==> config.mk <==
export PLATFORM = sky130hd
export DESIGN_NAME = axi_chan_buf
export DESIGN_NICKNAME = d
export VERILOG_FILES = /design/src/rtl/axi_chan_pkg.sv /design/src/rtl/axi_chan_buf_mem.sv /design/src/rtl/axi_chan_buf.sv
export SDC_FILE = /design/constraint.sdc
export NUM_CORES = 1
export LEC_CHECK = 0
export ABC_AREA = 1
export CAP_MARGIN = 10
export CORE_UTILIZATION = 38
export CTS_BUF_LIST = sky130_fd_sc_hd__clkbuf_4 sky130_fd_sc_hd__clkbuf_8
export DETAILED_ROUTE_END_ITERATION = 16
export HOLD_SLACK_MARGIN = 0.1
export SYNTH_ARGS = -nofsm -noshare
export SYNTH_HDL_FRONTEND = slang
export SYNTH_SLANG_ARGS = --single-unit
==> constraint.sdc <==
create_clock -name clk -period 6.4 [get_ports clk]
set_input_delay 1.6 -clock clk [delete_from_list [all_inputs] [get_ports clk]]
set_output_delay 1.6 -clock clk [all_outputs]
set_load 0.03 [all_outputs]
==> src/rtl/axi_chan_pkg.sv <==
// rtl/axi_chan_pkg.sv - shared AXI channel payload types and sizing helpers
//
// Purpose: packed AXI channel structs used by wrappers to form opaque buffer
// payloads (PAYLOAD_WIDTH = $bits(axi_x_t)), plus the count-port sizing
// function used by axi_chan_buf.
// Ports: none (package).

package axi_chan_pkg;

    localparam int AXI_ADDR_WIDTH = 32;
    localparam int AXI_ID_WIDTH   = 4;
    localparam int AXI_DATA_WIDTH = 64;
    localparam int AXI_STRB_WIDTH = AXI_DATA_WIDTH / 8;

    typedef enum logic [1:0] {
        BURST_FIXED = 2'b00,
        BURST_INCR  = 2'b01,
        BURST_WRAP  = 2'b10,
        BURST_RSVD  = 2'b11
    } axi_burst_e;

    typedef enum logic [1:0] {
        RESP_OKAY   = 2'b00,
        RESP_EXOKAY = 2'b01,
        RESP_SLVERR = 2'b10,
        RESP_DECERR = 2'b11
    } axi_resp_e;

    // Address channel (shared by AR and AW).
    typedef struct packed {
        logic [AXI_ID_WIDTH-1:0]   id;
        logic [AXI_ADDR_WIDTH-1:0] addr;
        logic [7:0]                len;
        logic [2:0]                size;
        axi_burst_e                burst;
        logic                      lock;
        logic [3:0]                cache;
        logic [2:0]                prot;
    } axi_a_t;

    typedef struct packed {
        logic [AXI_DATA_WIDTH-1:0] data;
        logic [AXI_STRB_WIDTH-1:0] strb;
        logic                      last;
    } axi_w_t;

    typedef struct packed {
        logic [AXI_ID_WIDTH-1:0] id;
        axi_resp_e               resp;
    } axi_b_t;

    typedef struct packed {
        logic [AXI_ID_WIDTH-1:0]   id;
        logic [AXI_DATA_WIDTH-1:0] data;
        axi_resp_e                 resp;
        logic                      last;
    } axi_r_t;

    // Width of the occupancy port: one extra bit so a full buffer (count =
    // DEPTH) is representable; a bypass instance still gets a 1-bit port.
    function automatic int clog2_cnt(input int depth);
        return (depth == 0) ? 1 : $clog2(depth) + 1;
    endfunction

endpackage

==> src/rtl/axi_chan_buf_mem.sv <==
// rtl/axi_chan_buf_mem.sv - DEPTH x PAYLOAD_WIDTH register file for axi_chan_buf
//
// Purpose: storage for the elastic buffer; one synchronous write port and one
// asynchronous read port. Contents are deliberately not reset.
// Ports:
//   clk    - write clock
//   we     - write enable
//   waddr  - write address
//   wdata  - write data
//   raddr  - read address
//   rdata  - read data (combinational from raddr)

module axi_chan_buf_mem #(
    parameter int PAYLOAD_WIDTH = 64,
    parameter int DEPTH         = 4
) (
    input  logic                       clk,
    input  logic                       we,
    input  logic [$clog2(DEPTH)-1:0]   waddr,
    input  logic [PAYLOAD_WIDTH-1:0]   wdata,
    input  logic [$clog2(DEPTH)-1:0]   raddr,
    output logic [PAYLOAD_WIDTH-1:0]   rdata
);

    logic [PAYLOAD_WIDTH-1:0] mem [DEPTH];

    always_ff @(posedge clk) begin
        if (we) begin
            mem[waddr] <= wdata;
        end
    end

    assign rdata = mem[raddr];

endmodule

==> src/rtl/axi_chan_buf.sv <==
// rtl/axi_chan_buf.sv - elastic valid/ready buffer for one AXI or APB-style channel
//
// Purpose: decouples ready timing between a channel source and destination.
// DEPTH = 0 is a pure combinational pass-through; DEPTH >= 2 (power of two) is
// a pointer-based FIFO whose handshake outputs depend on flops only.
// Ports:
//   clk, rst_n          - channel clock, asynchronous active-low reset
//   flush               - synchronous discard of all held entries
//   s_valid/s_ready     - upstream handshake, s_payload upstream data
//   m_valid/m_ready     - downstream handshake, m_payload downstream data
//   count               - entries currently held (0..DEPTH)
//   afull               - count >= AFULL_LVL

module axi_chan_buf
    import axi_chan_pkg::*;
#(
    parameter int PAYLOAD_WIDTH = 64,
    parameter int DEPTH         = 4,
    parameter int AFULL_LVL     = DEPTH - 1
) (
    input  logic                            clk,
    input  logic                            rst_n,
    input  logic                            flush,
    input  logic                            s_valid,
    output logic                            s_ready,
    input  logic [PAYLOAD_WIDTH-1:0]        s_payload,
    output logic                            m_valid,
    input  logic                            m_ready,
    output logic [PAYLOAD_WIDTH-1:0]        m_payload,
    output logic [clog2_cnt(DEPTH)-1:0]     count,
    output logic                            afull
);

    generate
        if (DEPTH == 0) begin : g_bypass

            // Stateless wire-through; clock, reset and flush have no effect.
            assign m_valid   = s_valid;
            assign s_ready   = m_ready;
            assign m_payload = s_payload;
            assign count     = '0;
            assign afull     = 1'b0;

            logic unused_bypass;
            assign unused_bypass = &{1'b0, clk, rst_n, flush};

        end else begin : g_buffer

            localparam int AW = $clog2(DEPTH);
            localparam int PW = AW + 1;

            // Out-of-range thresholds saturate: above DEPTH never asserts,
            // at or below zero always asserts.
            localparam int AFULL_CLAMP = (AFULL_LVL < 0)     ? 0 :
                                         (AFULL_LVL > DEPTH) ? DEPTH + 1 :
                                                               AFULL_LVL;
            localparam logic [PW-1:0] AFULL_THR = PW'(AFULL_CLAMP);

            logic [PW-1:0] wr_ptr;
            logic [PW-1:0] rd_ptr;
            logic          empty;
            logic          full;
            logic          push;
            logic          pop;

            // Wrap bit distinguishes full from empty when the index bits match.
            assign empty = (wr_ptr == rd_ptr);
            assign full  = (wr_ptr[AW-1:0] == rd_ptr[AW-1:0]) &&
                           (wr_ptr[AW] != rd_ptr[AW]);

            assign s_ready = !full;
            assign m_valid = !empty;

            assign push = s_valid && !full;
            assign pop  = !empty && m_ready;

            always_ff @(posedge clk or negedge rst_n) begin
                if (!rst_n) begin
                    wr_ptr <= '0;
                    rd_ptr <= '0;
                end else if (flush) begin
                    wr_ptr <= '0;
                    rd_ptr <= '0;
                end else begin
                    if (push) begin
                        wr_ptr <= wr_ptr + PW'(1);
                    end
                    if (pop) begin
                        rd_ptr <= rd_ptr + PW'(1);
                    end
                end
            end

            // Pointer-width subtraction wraps modulo 2*DEPTH, giving 0..DEPTH.
            assign count = wr_ptr - rd_ptr;
            assign afull = (count >= AFULL_THR);

            axi_chan_buf_mem #(
                .PAYLOAD_WIDTH (PAYLOAD_WIDTH),
                .DEPTH         (DEPTH)
            ) u_mem (
                .clk   (clk),
                .we    (push && !flush),
                .waddr (wr_ptr[AW-1:0]),
                .wdata (s_payload),
                .raddr (rd_ptr[AW-1:0]),
                .rdata (m_payload)
            );

        end
    endgenerate

endmodule

======== After elaboration in Yosys (flattened, before gate mapping) ========
Memories as Yosys holds them, arrays and structs flattened.
Index checks and enable logic that the tools add are counted.
Widths: inputs -> output; s select.
word-level totals
  bits in writable memories ............... 256
  output and inout bits ................... 70
  memories ................................ 1
  logic and storage cells ................. 25
  flip-flop bits (word level) ............. 6
memory list
  name                depth  width  rd ports  clocked after memory_dff  wr ports  line                    text
  g_buffer.u_mem.mem  4      64     1         0                         1         axi_chan_buf_mem.sv:25  logic [PAYLOAD_WIDTH-1:0] mem [DEPTH];
cells by class
  muxes and demuxes ....................... 6
  $add $sub $neg .......................... 3
  $lt $le $gt $ge ......................... 1
  reductions and logical operators ........ 9
  eq/ne operators ......................... 3
operator list
  operator             count
  $mux 3               4
  $add 3x1->3 const B  2
  $logic_and 1x1->1    4
  $reduce_bool 2->1    2
  $eq 3x3->1           1
  $ge 3x2->1 const B   1
  $logic_not 1->1      3
  $sub 3x3->3          1
  $eq 2x2->1           1
  $mux 1               2
  $ne 1x1->1           1

======== Depth between registers and ports, before layout ========
  depth after elaboration ................. 7
  mapped depth ............................ 10
  gate-level depth less buffers ........... 8

======== By module ========
A second synthesis with hierarchy kept.
second synthesis, totals
  cell total of the unflattened synthesis .. 1072
  area, all modules ....................... 11220.8 um2
modules (own cells, without submodules)
  module            times used  cells an instance  area each (um2)
  axi_chan_buf_mem  1           1010               10761.6
  axi_chan_buf      1           62                 459.2

======== Least setup slack after synthesis ========
No wires, ideal clock.
  kind .................................... input to register
  from .................................... input flush
  to ...................................... memory g_buffer.u_mem.mem[0][0], enable pin
  library setup time ...................... 0.487 ns
  arrival ................................. 4.517 ns
  cell stages on the path ................. 3
  path buffers ............................ 0
  data required time ...................... 5.913 ns
  slack ................................... 1.397 ns
  path through ............................ inv_1 -> nand3_1 -> nor2_1
between the ends
  longest elaborated chain between the ends .. 4
RTL lines
  item                          line                    text
  start, declared               axi_chan_buf.sv:23      input logic flush,
  $logic_not 1->1               axi_chan_buf.sv:103     .we (push && !flush),
  $logic_and 1x1->1             axi_chan_buf.sv:103
  $mux 1                        axi_chan_buf_mem.sv:28  if (we) begin
  $mux 1 (implied by the code)  axi_chan_buf_mem.sv:29  mem[waddr] <= wdata;
  end, declared                 axi_chan_buf_mem.sv:25
No other way between the ends.

======== Worst setup path in the final report ========
  from .................................... register g_buffer.rd_ptr[0]
  to ...................................... output m_payload[29]
between the ends
  longest elaborated chain between the ends .. 1
RTL lines
  item                    line                text
  start, declared         axi_chan_buf.sv:60  logic [PW-1:0] rd_ptr;
  start signal, assigned  axi_chan_buf.sv:89  rd_ptr <= rd_ptr + PW'(1);
  $mem_v2 4x64            --
  end, declared           axi_chan_buf.sv:29  output logic [PAYLOAD_WIDTH-1:0] m_payload,
No other way between the ends.

==> summary.md <==
| Metric | Value |
|---|---|
| Outcome | `finished clean` |
| Post-Route Setup TNS | `0 ns` |
| First-pass GRT wire length | `32.4 mm` |
| Clock period minus worst slack | `5.15 ns` |
| Final Util | `0.482` |
| Syn Nets | `770` |
| Mapped Cells | `693` |
| Initial DRC count | `350` |
| Metal2 WL | `9.92 mm` |
| Peak Freq | `194 MHz` |
| Crit path from | `g_buffer.rd_ptr[0]$_DFFE_PN0P_` |
| Buffers on Ports | `138` |
| Worst endpoint required time | `4.80 ns` |
| DR pass1 iterations | `6` |
| Hold Fails Final Rpt | `0` |
| Worst R2R Setup Slack | `2.52 ns` |
| CTS Root Cell | `clkbuf_8` |
| CP max stage cell | `inv_4` |
| HPWL after DPL | `11.6 mm` |
| Avg WL per Cell | `17.5 µm` |
| Die area | `0.0270 mm²` |
| Max IR drop VDD | `0.199 mV` |
| Met1 wire length | `9.54 mm` |
| Power per cell area | `338 mW/mm²` |
| Top sig layer | `met5` |
| Worst Skew | `0.0284 ns` |
| Final instance area | `0.0125 mm²` |
| Hold slack | `0.576 ns` |
| Placed Area | `0.0117 mm²` |
| Total track usage | `0.159` |
| Worst hold path type | `reg -> reg` |
| Post-synth top area cell | `edfxtp_1` |
| Core area | `0.0260 mm²` |
| Post-DRT Antenna Nets | `0` |
| Cells on worst reg2reg path | `9` |
| Slew margin rel. | `0.342` |
| CTS HTree Levels | `2` |
| CTS Hold Bufs | `0` |
| Num CTS Buffers | `44` |
| CTS tree | `done` |
| Routed via count | `6083` |
| Critical path class | `reg -> out` |
| Nets | `923` |
| DIE HEIGHT | `164 µm` |
| Clock Path Buffers | `3` |
| RSZ-0062 raised after global routing | `false` |
| Netlist cell types | `22` |
| # diodes | `0` |
| Total of cells resized after clock tree synthesis | `0` |
| Clock slew at reported path FFs | `0.05 ns` |
| Vias per cell | `5.01` |
| Boundary Pins | `139` |
| Met3 WL | `1.40 mm` |
| Most frequent cells in the layout | `edfxtp_1, clkdlybuf4s50_1, nor2_1` |
| Cell Area, Synth | `0.0100 mm²` |
| P&R area growth vs syn | `25.1%` |
| Commonest non-fill, non-tap cell in the layout | `edfxtp_1` |
| Crit path capture | `m_payload[29]` |
| Period utilization | `0.804` |
| CTS sink count | `262` |
| Slowest cell delay on critical path | `0.73 ns` |
| Startpoint Class | `register` |
| Ys Warns | `0` |
| Critical path arrival | `3.55 ns` |
| Remaining DRCs | `0` |
| Final Power | `4.23 mW` |
| Synth area leaders | `edfxtp_1, nor2_1, o21ai_0` |
| Row cnt | `59` |
| Clock latency at the later pin of the worst-skew pair | `0.55 ns` |
| GPL Wtd Cong | `0.719` |
| Setup bufs post-CTS | `0` |
| Slew @ Worst Pin | `0.985 ns` |
| Seq/Total Area, Yosys | `0.783` |
| Via count of the first global-routing pass | `5881` |
| Initial antenna violation count | `1` |
| Layout cells sized above 1 | `0.106` |
| Max-cap viol count | `0` |
| Register bit count reported by yosys | `262` |
| Die width | `164 µm` |
| Crit. End Element | `primary output` |
| Mean cell area of the mapped netlist | `14.4 µm²` |
| WL final | `21.3 mm` |
| Worst Path Max Fanout | `82` |
| R2r startpoint | `g_buffer.rd_ptr[1]$_DFFE_PN0P_` |
| Final Setup Violations | `0` |
| Overflow after GRT | `0` |
| Initial Utilization | `0.385` |
| Critical R2R Capture | `g_buffer.u_mem.mem[2][50]$_DFFE_PP_` |
| Max Transition Viols Final | `0` |
| Largest net degree at the start of global routing | `83` |
| CP Cell Sequence | `inv_4 > buf_4 > nor2_1 > o22ai_1 > clkdlybuf4s50_1` |
| Pleak | `4.23 nW` |
| Top-area cell type share of the netlist area | `0.768` |
==> area by class of cell <==
cell class | count | area, µm²
flip-flops and latches | 262 | 7840
repair buffers | 150 | 1480
clock buffers | 61 | 746
multi-input cells | 372 | 1860
clock inverters | 19 | 113
fillers | 2289 | 13500
inverters | 16 | 62.6
well taps | 335 | 419
==> power breakdown <==
group	internal, mW	switching (mW)	leakage [nW]
registers	1.93	0.0330	2.40
logic	0.309	0.522	1.36
clock network	0.796	0.636	0.464
total	3.04	1.19	4.23
==> synth_stat cells <==
library cell,n
nand3_2,1
nand3_1,9
nor2_1,136
inv_1,13
edfxtp_1,256
inv_4,1
ha_1,7
inv_2,2
or2_1,1
fa_1,1
buf_1,1
buf_2,5
dfrtp_1,6
o21ai_0,83
buf_4,7
o21ai_1,45
nand2_1,19
clkbuf_1,19
buf_8,1
buf_6,10
nand4_1,6
o22ai_1,64
==> critical path, delay by kind of cell (launching register included) <==
family                 cells  cell delay (ns)
buffers and inverters      3             1.91
and+or+nand+nor            1             0.08
DFF                        1             0.71
AOI/OAI and AO/OA          1             0.25
==> registers in the layout, indices dropped and copies added (netlist names) <==
signal and cells:
g_buffer.u_mem.mem 256, g_buffer.rd_ptr 3, g_buffer.wr_ptr 3
==> kinds of logic after synthesis <==
group	after synthesis	share of synthesized area
adder cells (fa/ha/maj)	8	0.0107
AO/OA/AOI/OAI	192	0.104
flip-flops	262	0.783
buffers and inverters	59	0.0343
AND/OR/NAND/NOR	172	0.0680
==> per-layer routing <==
layer / GRT usage / vias up
met1: 0.211 / 2946
met5: 0 / -
met2: 0.249 / 171
met4: 0.0589 / 2
li1: - / 2920
met3: 0.0432 / 44
==> worst min-delay path by stage <==
stage / cells past startpoint / start / slack (ns) / endpoint
detailed placement: 2 / g_buffer.wr_ptr[0]$_DFFE_PN0P_ / 0.57 / g_buffer.wr_ptr[0]$_DFFE_PN0P_
finish: 2 / g_buffer.wr_ptr[0]$_DFFE_PN0P_ / 0.58 / g_buffer.wr_ptr[0]$_DFFE_PN0P_
global route: 2 / g_buffer.wr_ptr[0]$_DFFE_PN0P_ / 0.62 / g_buffer.wr_ptr[0]$_DFFE_PN0P_
global placement: 2 / g_buffer.wr_ptr[0]$_DFFE_PN0P_ / 0.58 / g_buffer.wr_ptr[0]$_DFFE_PN0P_
floorplan: 2 / g_buffer.wr_ptr[0]$_DFFE_PN0P_ / 0.52 / g_buffer.wr_ptr[0]$_DFFE_PN0P_
CTS: 2 / g_buffer.wr_ptr[0]$_DFFE_PN0P_ / 0.58 / g_buffer.wr_ptr[0]$_DFFE_PN0P_
==> per-stage QoR <==
stage	worst slack (ns)	instances
after global routing	0.990	1215
after CTS	1.21	1215
after global placement	1.83	1135
final	1.25	1215
after detailed placement	1.79	1135
after floorplan	1.40	693
No activity file was read; power rests on OpenSTA's default activity.
